File: config.mk
export PLATFORM = sky130hd
export DESIGN_NAME = decode_stage
export DESIGN_NICKNAME = d
export VERILOG_FILES = /design/src/rtl/decode_stage.sv
export SDC_FILE = /design/constraint.sdc
export NUM_CORES = 1
export LEC_CHECK = 0
export ABC_CLOCK_PERIOD_IN_PS = 14700
export BUFFER_PORTS_ARGS = -buffer_cell sky130_fd_sc_hd__buf_2
export CORE_MARGIN = 5
export CORE_UTILIZATION = 35
export CTS_CLUSTER_DIAMETER = 150
export DETAILED_ROUTE_END_ITERATION = 10
export SLEW_MARGIN = 15
export SYNTH_ARGS = -nofsm -noshare
export SYNTH_HDL_FRONTEND = slang
export SYNTH_SLANG_ARGS = --single-unit
File: constraint.sdc
create_clock -name clk -period 14.7 [get_ports clk]
set_input_delay 4.41 -clock clk [delete_from_list [all_inputs] [get_ports clk]]
set_output_delay 4.41 -clock clk [all_outputs]
set_load 0.03 [all_outputs]
File: src/rtl/decode_stage.sv
// decode_stage: registered RV32IM instruction decode with a DEPTH-entry
// output FIFO and valid/ready handshakes on both sides.
// Optional feature: define RV32M_DECODE_EN to decode the M extension
// (funct7=0000001 R-type); otherwise those encodings are flagged illegal.
module decode_stage #(
  parameter int XLEN  = 32,
  parameter int DEPTH = 2
) (
  input  logic            clk,
  input  logic            reset_n,
  input  logic            in_valid,
  output logic            in_ready,
  input  logic [31:0]     in_instr,
  input  logic [XLEN-1:0] in_pc,
  input  logic            flush,
  output logic            out_valid,
  input  logic            out_ready,
  output logic [XLEN-1:0] out_pc,
  output logic [4:0]      out_rd,
  output logic [4:0]      out_rs1,
  output logic [4:0]      out_rs2,
  output logic            out_rs1_used,
  output logic            out_rs2_used,
  output logic [XLEN-1:0] out_imm,
  output logic [4:0]      out_alu_ctrl,
  output logic [1:0]      out_result_src,
  output logic            out_reg_write,
  output logic            out_mem_write,
  output logic            out_branch,
  output logic            out_alu_src,
  output logic            out_is_jal,
  output logic            out_is_jalr,
  output logic            out_illegal
);

  localparam int PW = (DEPTH > 1) ? $clog2(DEPTH) : 1;
  localparam int CW = $clog2(DEPTH + 1);

  typedef enum logic [6:0] {
    OPC_LOAD   = 7'b0000011,
    OPC_OP_IMM = 7'b0010011,
    OPC_AUIPC  = 7'b0010111,
    OPC_STORE  = 7'b0100011,
    OPC_OP     = 7'b0110011,
    OPC_LUI    = 7'b0110111,
    OPC_BRANCH = 7'b1100011,
    OPC_JALR   = 7'b1100111,
    OPC_JAL    = 7'b1101111
  } opcode_e;

  typedef enum logic [4:0] {
    ALU_ADD    = 5'b00000, ALU_SUB    = 5'b00001, ALU_AND    = 5'b00010,
    ALU_OR     = 5'b00011, ALU_XOR    = 5'b00100, ALU_SLL    = 5'b00101,
    ALU_SRL    = 5'b00110, ALU_SLT    = 5'b00111, ALU_SLTU   = 5'b01000,
    ALU_SRA    = 5'b01001, ALU_LUI    = 5'b01010, ALU_AUIPC  = 5'b01011,
    ALU_JAL    = 5'b01100, ALU_JALR   = 5'b01101, ALU_BEQ    = 5'b01110,
    ALU_BNE    = 5'b01111, ALU_BLT    = 5'b10000, ALU_BGE    = 5'b10001,
    ALU_MUL    = 5'b10010, ALU_MULH   = 5'b10011, ALU_MULHSU = 5'b10100,
    ALU_MULHU  = 5'b10101, ALU_DIV    = 5'b10110, ALU_DIVU   = 5'b10111,
    ALU_REM    = 5'b11000, ALU_REMU   = 5'b11001, ALU_BLTU   = 5'b11010,
    ALU_BGEU   = 5'b11011
  } alu_e;

  typedef struct packed {
    logic [XLEN-1:0] pc;
    logic [4:0]      rd;
    logic [4:0]      rs1;
    logic [4:0]      rs2;
    logic            rs1_used;
    logic            rs2_used;
    logic [XLEN-1:0] imm;
    logic [4:0]      alu_ctrl;
    logic [1:0]      result_src;
    logic            reg_write;
    logic            mem_write;
    logic            branch;
    logic            alu_src;
    logic            is_jal;
    logic            is_jalr;
    logic            illegal;
  } entry_t;

  // funct3 -> ALU code shared by OP and OP-IMM (funct7 = 0000000 flavour)
  function automatic logic [4:0] base_alu(input logic [2:0] f3);
    case (f3)
      3'b000:  base_alu = ALU_ADD;
      3'b001:  base_alu = ALU_SLL;
      3'b010:  base_alu = ALU_SLT;
      3'b011:  base_alu = ALU_SLTU;
      3'b100:  base_alu = ALU_XOR;
      3'b101:  base_alu = ALU_SRL;
      3'b110:  base_alu = ALU_OR;
      default: base_alu = ALU_AND;
    endcase
  endfunction

`ifdef RV32M_DECODE_EN
  function automatic logic [4:0] mext_alu(input logic [2:0] f3);
    case (f3)
      3'b000:  mext_alu = ALU_MUL;
      3'b001:  mext_alu = ALU_MULH;
      3'b010:  mext_alu = ALU_MULHSU;
      3'b011:  mext_alu = ALU_MULHU;
      3'b100:  mext_alu = ALU_DIV;
      3'b101:  mext_alu = ALU_DIVU;
      3'b110:  mext_alu = ALU_REM;
      default: mext_alu = ALU_REMU;
    endcase
  endfunction
`endif

  opcode_e     opcode;
  logic [2:0]  funct3;
  logic [6:0]  funct7;
  logic [31:0] imm_i, imm_s, imm_b, imm_u, imm_j;
  logic        bad;
  entry_t      dec;

  assign opcode = opcode_e'(in_instr[6:0]);
  assign funct3 = in_instr[14:12];
  assign funct7 = in_instr[31:25];
  assign imm_i  = {{20{in_instr[31]}}, in_instr[31:20]};
  assign imm_s  = {{20{in_instr[31]}}, in_instr[31:25], in_instr[11:7]};
  assign imm_b  = {{19{in_instr[31]}}, in_instr[31], in_instr[7],
                   in_instr[30:25], in_instr[11:8], 1'b0};
  assign imm_u  = {in_instr[31:12], 12'b0};
  assign imm_j  = {{11{in_instr[31]}}, in_instr[31], in_instr[19:12],
                   in_instr[20], in_instr[30:21], 1'b0};

  // Combinational decode of the offered instruction into a control bundle
  always_comb begin
    dec    = '0;
    bad    = 1'b0;
    dec.pc = in_pc;
    case (opcode)
      OPC_LUI: begin
        dec.rd = in_instr[11:7]; dec.imm = imm_u; dec.alu_ctrl = ALU_LUI;
        dec.result_src = 2'b11; dec.reg_write = 1'b1; dec.alu_src = 1'b1;
      end
      OPC_AUIPC: begin
        dec.rd = in_instr[11:7]; dec.imm = imm_u; dec.alu_ctrl = ALU_AUIPC;
        dec.reg_write = 1'b1; dec.alu_src = 1'b1;
      end
      OPC_JAL: begin
        dec.rd = in_instr[11:7]; dec.imm = imm_j; dec.alu_ctrl = ALU_JAL;
        dec.result_src = 2'b10; dec.reg_write = 1'b1; dec.alu_src = 1'b1;
        dec.is_jal = 1'b1;
      end
      OPC_JALR: begin
        dec.rd = in_instr[11:7]; dec.rs1 = in_instr[19:15]; dec.rs1_used = 1'b1;
        dec.imm = imm_i; dec.alu_ctrl = ALU_JALR; dec.result_src = 2'b10;
        dec.reg_write = 1'b1; dec.alu_src = 1'b1; dec.is_jalr = 1'b1;
        bad = (funct3 != 3'b000);
      end
      OPC_BRANCH: begin
        dec.rs1 = in_instr[19:15]; dec.rs2 = in_instr[24:20];
        dec.rs1_used = 1'b1; dec.rs2_used = 1'b1;
        dec.imm = imm_b; dec.branch = 1'b1;
        case (funct3)
          3'b000:  dec.alu_ctrl = ALU_BEQ;
          3'b001:  dec.alu_ctrl = ALU_BNE;
          3'b100:  dec.alu_ctrl = ALU_BLT;
          3'b101:  dec.alu_ctrl = ALU_BGE;
          3'b110:  dec.alu_ctrl = ALU_BLTU;
          3'b111:  dec.alu_ctrl = ALU_BGEU;
          default: bad = 1'b1;
        endcase
      end
      OPC_LOAD: begin
        dec.rd = in_instr[11:7]; dec.rs1 = in_instr[19:15]; dec.rs1_used = 1'b1;
        dec.imm = imm_i; dec.alu_ctrl = ALU_ADD; dec.result_src = 2'b01;
        dec.reg_write = 1'b1; dec.alu_src = 1'b1;
        bad = (funct3 == 3'b011) || (funct3 == 3'b110) || (funct3 == 3'b111);
      end
      OPC_STORE: begin
        dec.rs1 = in_instr[19:15]; dec.rs2 = in_instr[24:20];
        dec.rs1_used = 1'b1; dec.rs2_used = 1'b1;
        dec.imm = imm_s; dec.alu_ctrl = ALU_ADD; dec.mem_write = 1'b1;
        dec.alu_src = 1'b1;
        bad = (funct3 > 3'b010);
      end
      OPC_OP_IMM: begin
        dec.rd = in_instr[11:7]; dec.rs1 = in_instr[19:15]; dec.rs1_used = 1'b1;
        dec.imm = imm_i; dec.reg_write = 1'b1; dec.alu_src = 1'b1;
        dec.alu_ctrl = base_alu(funct3);
        if (funct3 == 3'b001) begin
          bad = (funct7 != 7'b0000000);
        end else if (funct3 == 3'b101) begin
          if (funct7 == 7'b0100000) dec.alu_ctrl = ALU_SRA;
          else if (funct7 != 7'b0000000) bad = 1'b1;
        end
      end
      OPC_OP: begin
        dec.rd = in_instr[11:7]; dec.rs1 = in_instr[19:15]; dec.rs2 = in_instr[24:20];
        dec.rs1_used = 1'b1; dec.rs2_used = 1'b1; dec.reg_write = 1'b1;
        case (funct7)
          7'b0000000: dec.alu_ctrl = base_alu(funct3);
          7'b0100000: begin
            if (funct3 == 3'b000)      dec.alu_ctrl = ALU_SUB;
            else if (funct3 == 3'b101) dec.alu_ctrl = ALU_SRA;
            else                       bad = 1'b1;
          end
`ifdef RV32M_DECODE_EN
          7'b0000001: dec.alu_ctrl = mext_alu(funct3);
`endif
          default: bad = 1'b1;
        endcase
      end
      default: bad = 1'b1;
    endcase
    // Illegal encodings are neutralised to an all-zero bundle with the flag set
    if (bad) begin
      dec         = '0;
      dec.pc      = in_pc;
      dec.illegal = 1'b1;
    end
  end

  entry_t         mem [DEPTH];
  logic [PW-1:0]  wr_ptr, rd_ptr;
  logic [CW-1:0]  count;
  logic           push, pop;
  entry_t         head;

  function automatic logic [PW-1:0] next_ptr(input logic [PW-1:0] p);
    next_ptr = (p == PW'(DEPTH - 1)) ? '0 : p + 1'b1;
  endfunction

  assign in_ready  = (count < CW'(DEPTH));
  assign out_valid = (count != '0);
  assign push      = in_valid && in_ready && !flush;
  assign pop       = out_valid && out_ready && !flush;

  // Entry storage; contents are only observed while count says they are valid
  always_ff @(posedge clk) begin
    if (push) mem[wr_ptr] <= dec;
  end

  // FIFO pointers and occupancy; flush empties the buffer at the edge
  always_ff @(posedge clk or negedge reset_n) begin
    if (!reset_n) begin
      wr_ptr <= '0;
      rd_ptr <= '0;
      count  <= '0;
    end else if (flush) begin
      wr_ptr <= '0;
      rd_ptr <= '0;
      count  <= '0;
    end else begin
      if (push) wr_ptr <= next_ptr(wr_ptr);
      if (pop)  rd_ptr <= next_ptr(rd_ptr);
      if (push && !pop)      count <= count + 1'b1;
      else if (pop && !push) count <= count - 1'b1;
    end
  end

  // Present the head entry, forcing every field to zero while empty
  always_comb begin
    head = '0;
    if (out_valid) head = mem[rd_ptr];
  end

  assign out_pc         = head.pc;
  assign out_rd         = head.rd;
  assign out_rs1        = head.rs1;
  assign out_rs2        = head.rs2;
  assign out_rs1_used   = head.rs1_used;
  assign out_rs2_used   = head.rs2_used;
  assign out_imm        = head.imm;
  assign out_alu_ctrl   = head.alu_ctrl;
  assign out_result_src = head.result_src;
  assign out_reg_write  = head.reg_write;
  assign out_mem_write  = head.mem_write;
  assign out_branch     = head.branch;
  assign out_alu_src    = head.alu_src;
  assign out_is_jal     = head.is_jal;
  assign out_is_jalr    = head.is_jalr;
  assign out_illegal    = head.illegal;

endmodule

# After elaboration in Yosys (flattened, before gate mapping)
# Memory sizes are Yosys's and may differ from the RTL's.
# Index checks and enable logic that the tools add are counted.
# W data, S select, Z words.
[classes] addsub=4 n_lt_le_gt_ge=2 eq_ne=17 mux=44 n_reduce_logical=28
[ops] operator="$pmux W32 S5" n=1
[ops] operator="$mux W95" n=1
[ops] operator="$mux W63" n=1
[ops] operator="$mux W5" n=7
[ops] operator="$pmux W5 S7" n=1
[ops] operator="$pmux W5 S6" n=1
[ops] operator="$eq A7 B6 Y1 const B" n=4
[ops] operator="$pmux W4 S7" n=1
[ops] operator="$mux W1" n=23
[ops] operator="$eq A7 B7 Y1 const B" n=3
[ops] operator="$eq A7 B5 Y1 const B" n=2
[ops] operator="$reduce_or A7 Y1" n=2
[ops] operator="$eq A3 B3 Y1 const B" n=4
[ops] operator="$reduce_or A6 Y1" n=2
[ops] operator="$pmux W5 S2" n=1
[ops] operator="$reduce_or A3 Y1" n=3
[ops] operator="$eq A7 B2 Y1 const B" n=1
[ops] operator="$logic_not A7 Y1" n=1
[ops] operator="$pmux W1 S7" n=1
[ops] operator="$reduce_bool A7 Y1" n=1
[ops] operator="$eq A3 B2 Y1 const B" n=2
[ops] operator="$logic_and A1 B1 Y1" n=6
[ops] operator="$mux W2" n=3
[ops] operator="$pmux W2 S3" n=1
[ops] operator="14 further kinds" n=22
[word_totals] ff_bits=4 ram_bits=190 in_bits=69 out_inout_bits=97 wordCells=99 n_memories=1
[mem_list] name="mem" words=2 width=95 rd=1 rd_ports_with_merged_regs=0 wr=1 line="219" text="entry_t mem [DEPTH];"

# Depth between registers and ports, before layout
# Gate-level depths: netlist (run 1).
[depth] word_depth=8 ltp_mapped=7 depth_no_buf=5

# Least setup slack after synthesis (run 1)
# OpenSTA, ideal clock, no wires.
[synth_timing] kind="input-to-reg" start="input port in_valid" end="memory mem[1][0] (netlist name) (enable)" setup_ns=0.685 arrival_ns=11.500 required_time_ns=14.015 path_slack_ns=2.516 cell_stages=2 path_buffers=0 path_cell_list="nand2b_1 > nor3b_1"
[synth_between] elab_chain_cells=4
[synth_rtl] element="start, declared" line="11" text="input logic in_valid,"
[synth_rtl] element="$logic_and A1 B1 Y1 (2 in series)" line="231" text="assign push = in_valid && in_ready && !flush;"
[synth_rtl] element="$mux W1" line="236" text="if (push) mem[wr_ptr] <= dec;"
[synth_rtl] element="$mux W1 (implied by the code)" line="236"
[synth_rtl] element="end, declared" line="219"
# Every way passes these cells.

# Final worst setup path (run 1)
[layout_timing] start="register rd_ptr" end="output port out_imm[22]"
[layout_between] elab_chain_cells=2
[layout_rtl] element="start, declared" line="220" text="logic [PW-1:0] wr_ptr, rd_ptr;"
[layout_rtl] element="start signal, assigned" line="251" text="if (pop) rd_ptr <= next_ptr(rd_ptr);"
[layout_rtl] element="$mem_v2 Z2 W95"
[layout_rtl] element="$mux W95" line="260" text="if (out_valid) head = mem[rd_ptr];"
[layout_rtl] element="end, declared" line="24" text="output logic [XLEN-1:0] out_imm,"
# Every way passes these cells.

==> key figures, run 1 <==
Outcome
  • Status: finished clean

Timing
  • Final Hold Vio Count: 0
  • Normalized max-slew margin: 30.8%
  • Max Clock Skew: 0.00750 ns
  • Post-layout min period: 7.33 ns
  • Worst slew pin tran: 1.02 ns
  • Max Fclk: 0.136 GHz
  • RSZ-0062 raised after global routing: no
  • Setup Viol. Count Final: 0
  • Period Utilization, post-route: 49.9%
  • Setup TNS Final: 0 ns
  • Max-slew violations: 0

Clock network
  • Root buf cell: clkbuf_16
  • Post-CTS setup buffers: 0
  • H-tree depth: 4
  • CTS Buffer Depth: 2
  • CTS resizes: 0
  • Hold bufs inserted after CTS: 0
  • Clk sinks: 194
  • Worst-skew pair later-pin latency: 0.42 ns
  • Total CTS buffers: 17
  • Reg clk slew, reported paths: roughly 0.07 ns
  • CTS tree: built

Floorplanning
  • Initial Utilization: 35.7%
  • Die Y: 165 um
  • Die Footprint: 27,200 um^2
  • Die Wd: between 150 and 200 um
  • Core box area: 23,500 um^2
  • IO Count: 166
  • Num rows: 56

Power
  • Internal: 941 uW
  • LEAKAGE: 0.00385 uW
  • Combinational Power Share: 13.2%
  • P_sw: 350 uW
  • Flop pwr share: 49.4%
  • Clk pwr share: 37.5%
  • Peak supply drop: 0.0614 mV
  • PD cells: ~130 nW/um^2
  • Switching share of total power: a little over a quarter

Synth
  • Largest area contributor in the netlist: edfxtp_1
  • Top cells by area, synth: edfxtp_1 68%, mux2i_1 11%, nor2_1 5.6%, a21oi_1 1.8%, nand2_1 1.8%
  • Mapped Nets: 698
  • Post-synth top cells: 190 x edfxtp_1, 125 x nor2_1, 95 x mux2i_1, 40 x nand2_1, 31 x a21oi_1
  • Synth Warn #: 0
  • Synth Flop Type: edfxtp_1
  • Netlist cell types: 46
  • Yosys top cell area share: between 60 and 70%
  • Flop and latch count out of synthesis: 194
  • Cell count after synthesis: 629
  • Syn Std Cell Area: 8400 um^2
  • Register area share after synthesis: roughly 69%
  • Share of flip-flops with an asynchronous set or reset: 2.06%
  • Most common cell in the netlist: edfxtp_1
  • Mapped Avg Cell Area: 13.4 um^2
  • Number of synthesized flops with an enable pin: 190

Worst setup path
  • WP data arrival: 2.92 ns
  • Crit Path Max Fanout: 52
  • CP peak stage delay: 0.95 ns
  • Worst setup SP type: flip-flop
  • Worst Path Required: ~10 ns
  • CP cell instances: buf_4 > mux2i_1 > nor2_1 > buf_2
  • CP endpoint kind: output pin
  • CP max-delay cell: dfrtp_4
  • WS Path Type: reg -> out

Place
  • Port Buffers: ~170
  • Area after DPL: 9540 um^2
  • Final GP Congestion: 0.877
  • Post-DP HPWL: roughly 14,000 um

Routing
  • DR vias/cell: 4.99
  • Vias: about 5,600
  • Drt wl/cell: 18.2 um
  • Drc violations: 0
  • Drt pass-1 iters: 5
  • Final wirelength: 20,300 um
  • Post-DRT Antenna Nets: 0
  • 1st-iter DRT viols: 379

Layout
  • Final nets: about 850
  • Fraction of layout cells with a size suffix above 1: 26.4%
  • Post-layout util: 43.2%
  • Synth-to-layout area growth: 21.2%
  • Antenna Cells: 0
  • Fillers: 2,254
  • Footprint of the multi-input gates: 2440 um^2
  • Design Area, Final: approximately 10,000 um^2
  • FF+latch area: between 5000 and 6000 um^2

GRT
  • First-pass GRT wire length: approximately 30,000 um
  • GRT Residual Overflow: 0
  • Largest net degree at the start of global routing: 73
  • All-Layer GR Usage: 14.9%
  • Initial antenna violation count: 0
  • Vias in the first global route: 5,442

Flow run
  • MaxCap Viol Count: 0

Hold path
  • Hold WC Path Type: reg -> reg
[worst max-delay path, delay by kind of cell, from the launching register on]
kind,cells,cell delay (ns)
muxes,1,0.39
DFF,1,0.95
and+or+nand+nor,1,0.07
buffers and inverters,2,1.06
[final timing paths]
check                                     start                   end  slack (ns)  cells past startpoint
hold reg to reg              wr_ptr$_DFFE_PN0P_    wr_ptr$_DFFE_PN0P_        0.58                      2
max in group asynchronous               reset_n    rd_ptr$_DFFE_PN0P_       10.78                      1
min in group asynchronous               reset_n  count[0]$_DFFE_PN0P_        3.78                      1
setup reg to reg           count[1]$_DFFE_PN0P_  mem[1][46]$_DFFE_PP_       12.16                      4
hold / removal               wr_ptr$_DFFE_PN0P_    wr_ptr$_DFFE_PN0P_        0.58                      2
setup / recovery             rd_ptr$_DFFE_PN0P_           out_imm[22]        7.37                      4
[kinds of logic (layout without fill, tap and decap cells)]
family / after synthesis / count (layout) / synth area share [%]
mux: 95 / 95 / 11.3
compound gates: 68 / 68 / 4.97
xor+xnor: 4 / 4 / 0.417
flops: 194 / 194 / 69.1
buf+inv: 43 / 210 / 2.10
simple gates: 225 / 225 / 12.1
[layer usage]
layer / vias to the layer above / wire (um) / track usage (%)
li1: 2616 / - / -
met3: 14 / 1510 / 3.54
met1: 2717 / 9250 / 21.1
met2: 222 / 9290 / 23.1
met5: - / 0 / 0
met4: 0 / 203 / 3.71
[final cells by class]
type	instances	share of cell area (%)
Tap cell	319	3.92
Inverter	7	0.258
Timing Repair Buffer	171	8.55
Clock inverter	15	2.09
Multi-Input combinational cell	392	23.9
Sequential cell	194	57.1
Clock buffer	17	4.18
[through the flow]
stage | hold slack, ns | total power [uW] | instances | worst slack (ns)
after CTS | 0.584 | 1310 | 1115 | 7.31
after global routing | 0.620 | 1340 | 1115 | 7.22
after global placement | 0.555 | 822 | 1083 | 7.44
after floorplan | 0.519 | 767 | 629 | 2.52
final | 0.581 | 1290 | 1115 | 7.37
after detailed placement | 0.565 | 822 | 1083 | 7.44
[registers in the layout, indices dropped and copies added (netlist names)]
| signal | count |
|---|---|
| rd_ptr | 1 |
| wr_ptr | 1 |
| mem | 190 |
| count | 2 |
[power by group through the flow]
stage	logic, uW	clock network [uW]	registers, uW
global placement	172	0	650
floorplan	119	0	648
finish	170	483	637
CTS	172	498	638
global route	184	518	640
detailed placement	172	0	650
[cells in the final DEF, fill, tap and decap left out, types with 3 or more instances in the layout]
| cell | n |
|---|---|
| xor2_1 | 3 |
| nand2_1 | 40 |
| inv_6 | 6 |
| edfxtp_1 | 190 |
| a21oi_1 | 31 |
| dfrtp_1 | 3 |
| o21ai_1 | 3 |
| and2_1 | 10 |
| a22oi_1 | 6 |
| mux2i_1 | 95 |
| nor2b_1 | 5 |
| buf_2 | 165 |
| and3_1 | 15 |
| inv_1 | 7 |
| o21ai_0 | 9 |
| nand4_1 | 3 |
| buf_4 | 6 |
| o211ai_1 | 3 |
| clkbuf_16 | 17 |
| nand2b_1 | 6 |
| nor2_1 | 124 |
| clkinv_8 | 5 |
| nand3_1 | 6 |
No activity file was read; power rests on OpenSTA's default activity.
==> run 2, diff against run 1 <==
ABC_AREA = 1   (was not set)
ABC_CLOCK_PERIOD_IN_PS = 7200   (was 14700)
clock period = 7.2 ns   (was 14.7 ns; I/O delays follow)
==> run 2 against run 1 <==
Net effect:
- clock power increased by 90%
- die area grew 1.3%
- largest cell class unchanged
- critical path depth unchanged
- sequential cell count stayed put
- critical endpoint is now out_imm[20]
- final cell count increased by 17%
- highest routed layer is now met5
==> key figures, run 2 <==
Outcome
  • Status: finished clean

GRT
  • All-Layer GR Usage: between 10% and 20%
  • GRT Residual Overflow: 0
  • Largest net degree at the start of global routing: 66
  • First-pass GRT wire length: 34,100 um
  • Vias in the first global route: 6,020
  • Initial antenna violation count: 2

Floorplanning
  • Core box area: 24,100 um^2
  • Num rows: 57
  • IO Count: 166
  • Initial Utilization: 35.3%
  • Die Y: 166 um
  • Die Footprint: 27,500 um^2
  • Die Wd: 166 um

Synth
  • Share of flip-flops with an asynchronous set or reset: 2.06%
  • Post-synth top cells: 280 x nand2_1, 190 x edfxtp_1, 108 x nor2_1, 102 x a21oi_1, 28 x inv_1
  • Yosys top cell area share: roughly 67%
  • Most common cell in the netlist: nand2_1
  • Register area share after synthesis: 68.2%
  • Syn Std Cell Area: 8520 um^2
  • Top cells by area, synth: edfxtp_1 67%, nand2_1 12%, a21oi_1 6.0%, nor2_1 4.8%, a22oi_1 1.2%
  • Synth Flop Type: edfxtp_1
  • Number of synthesized flops with an enable pin: 190
  • Mapped Avg Cell Area: 10.4 um^2
  • Mapped Nets: 889
  • Netlist cell types: 25
  • Cell count after synthesis: 820
  • Synth Warn #: 0
  • Flop and latch count out of synthesis: 194
  • Largest area contributor in the netlist: edfxtp_1

Routing
  • Vias: 6,309
  • Drc violations: 0
  • 1st-iter DRT viols: 389
  • Drt wl/cell: 16.8 um
  • DR vias/cell: between 4 and 5
  • Post-DRT Antenna Nets: 0
  • Final wirelength: 21,900 um
  • Drt pass-1 iters: 5

Layout
  • Largest registers: mem: 190 flops, count: 2 flops
  • Largest register FFs: 190
  • Final nets: 1,039
  • Synth-to-layout area growth: 20.1%
  • Leading cell type in the layout, fill and taps excluded: nand2_1
  • Fraction of layout cells with a size suffix above 1: between 20 and 25%
  • Reg with most FFs: mem
  • Commonest non-fill, non-tap cells in the layout: 280 x nand2_1, 190 x edfxtp_1, 165 x buf_2

Timing
  • Setup TNS Final: 0 ns
  • Max Fclk: 0.215 GHz
  • Max-slew violations: 0
  • Max Clock Skew: ~0.0081 ns
  • Final Hold Vio Count: 0
  • Post-layout min period: between 4 and 5 ns
  • Setup Viol. Count Final: 0
  • RSZ-0062 raised after global routing: no
  • Period Utilization, post-route: 64.5%
  • Normalized max-slew margin: roughly a third
  • Worst slew pin tran: 1.01 ns

Worst setup path
  • WP data arrival: ~2.5 ns
  • Crit Path Max Fanout: 63
  • WS Path Type: reg -> out
  • CP endpoint kind: output pin
  • Worst Path Required: ~5.0 ns
  • Worst setup SP type: flip-flop

Clock network
  • Total CTS buffers: 17
  • Worst-skew pair later-pin latency: 0.43 ns
  • Clk sinks: 194
  • H-tree depth: 4
  • CTS resizes: 0
  • Post-CTS setup buffers: 0
  • CTS Buffer Depth: 2
  • Root buf cell: clkbuf_16
  • Hold bufs inserted after CTS: 0
  • Reg clk slew, reported paths: 0.07 ns
  • CTS tree: built

Power
  • PD cells: 352 nW/um^2
  • Peak supply drop: around 0.16 mV
  • Flop pwr share: 38.5%
  • Clk pwr share: 25.5%
  • Internal: 2130 uW
  • Total power: 3600 uW
  • P_sw: 1480 uW
  • Switching share of total power: 41.0%
  • LEAKAGE: 0.00404 uW
  • Combinational Power Share: a little over a third

Place
  • Port Buffers: 165
  • Post-DP HPWL: ~14,000 um
  • Final GP Congestion: 0.843

Flow run
  • MaxCap Viol Count: 0

Hold path
  • Hold WC Path Type: reg -> reg
-- run 2: cell count changes after synthesis, moves of 12 or more --
cell     delta
inv_1      +21
nand2_1   +240
a21oi_1    +71
mux2i_1    -95
nand3_1    +12
and3_1     -15
nor2_1     -17
-- run 2: kinds of logic (layout without fill, tap and decap cells) --
kind of cell,Yosys count,in the layout,synth area share [%]
AND/OR/NAND/NOR,428,428,20.2
other,0,1,0
buffers and inverters,72,235,3.72
AO/OA/AOI/OAI,125,125,7.85
XOR/XNOR,1,1,0.103
flip-flops,194,194,68.2
-- run 2: worst max-delay path: stages (launching register included) --
cell     delay, ns
dfrtp_4       0.68
buf_4         0.65
nand2_1       0.10
a21oi_1       0.30
buf_2         0.26
-- run 2: path summary, 6_finish.rpt --
kind | startpoint | end | slack [ns] | cells after the start
worst max register to register | count[1]$_DFFE_PN0P_ | mem[0][27]$_DFFE_PP_ | 4.75 | 4
worst max-delay path | rd_ptr$_DFFE_PN0P_ | out_imm[20] | 2.56 | 4
max in group asynchronous | reset_n | rd_ptr$_DFFE_PN0P_ | 5.53 | 1
worst min register to register | wr_ptr$_DFFE_PN0P_ | wr_ptr$_DFFE_PN0P_ | 0.58 | 1
worst min-delay path | wr_ptr$_DFFE_PN0P_ | wr_ptr$_DFFE_PN0P_ | 0.58 | 1
min in group asynchronous | reset_n | count[1]$_DFFE_PN0P_ | 1.53 | 1
-- run 2: final cells by class --
| cell class | instances | area (um^2) |
|---|---|---|
| Fill cell | 2315 | 13900 |
| Timing Repair Buffer | 172 | 903 |
| Sequential cell | 194 | 5810 |
| Clock inverter | 15 | 145 |
| Antenna cell | 1 | 2.50 |
| Inverter | 31 | 118 |
| Tap cell | 324 | 405 |
| Clock buffer | 17 | 425 |
| Multi-Input combinational cell | 554 | 2420 |
-- run 2: power groups by stage --
stage	clock network, uW	registers [uW]	logic [uW]
floorplan	0	1390	896
global placement	0	1410	1320
detailed placement	0	1410	1320
CTS	944	1390	1330
global route	991	1400	1410
finish	918	1390	1300
-- run 2: metal layers --
layer	GRT usage (%)	vias up	wire length [um]
met1	20.8	2988	9620
met5	0	-	14
met4	5.34	4	418
li1	-	3081	-
met2	25.6	203	10500
met3	4.12	33	1390
-- run 2: stage by stage --
step | worst slack (ns) | util [%] | cell area, um^2 | cells | hold WS [ns]
6_report | 2.56 | 42.4 | 10200 | 1308 | 0.585
2_1_floorplan | 0.217 | - | 8520 | 820 | 0.458
3_5_place_dp | 2.85 | 40.1 | 9660 | 1275 | 0.583
3_3_place_gp | 2.88 | 40.1 | 9660 | 1275 | 0.541
5_1_grt | 2.29 | 42.4 | 10200 | 1307 | 0.623
4_1_cts | 2.50 | 42.4 | 10200 | 1307 | 0.594
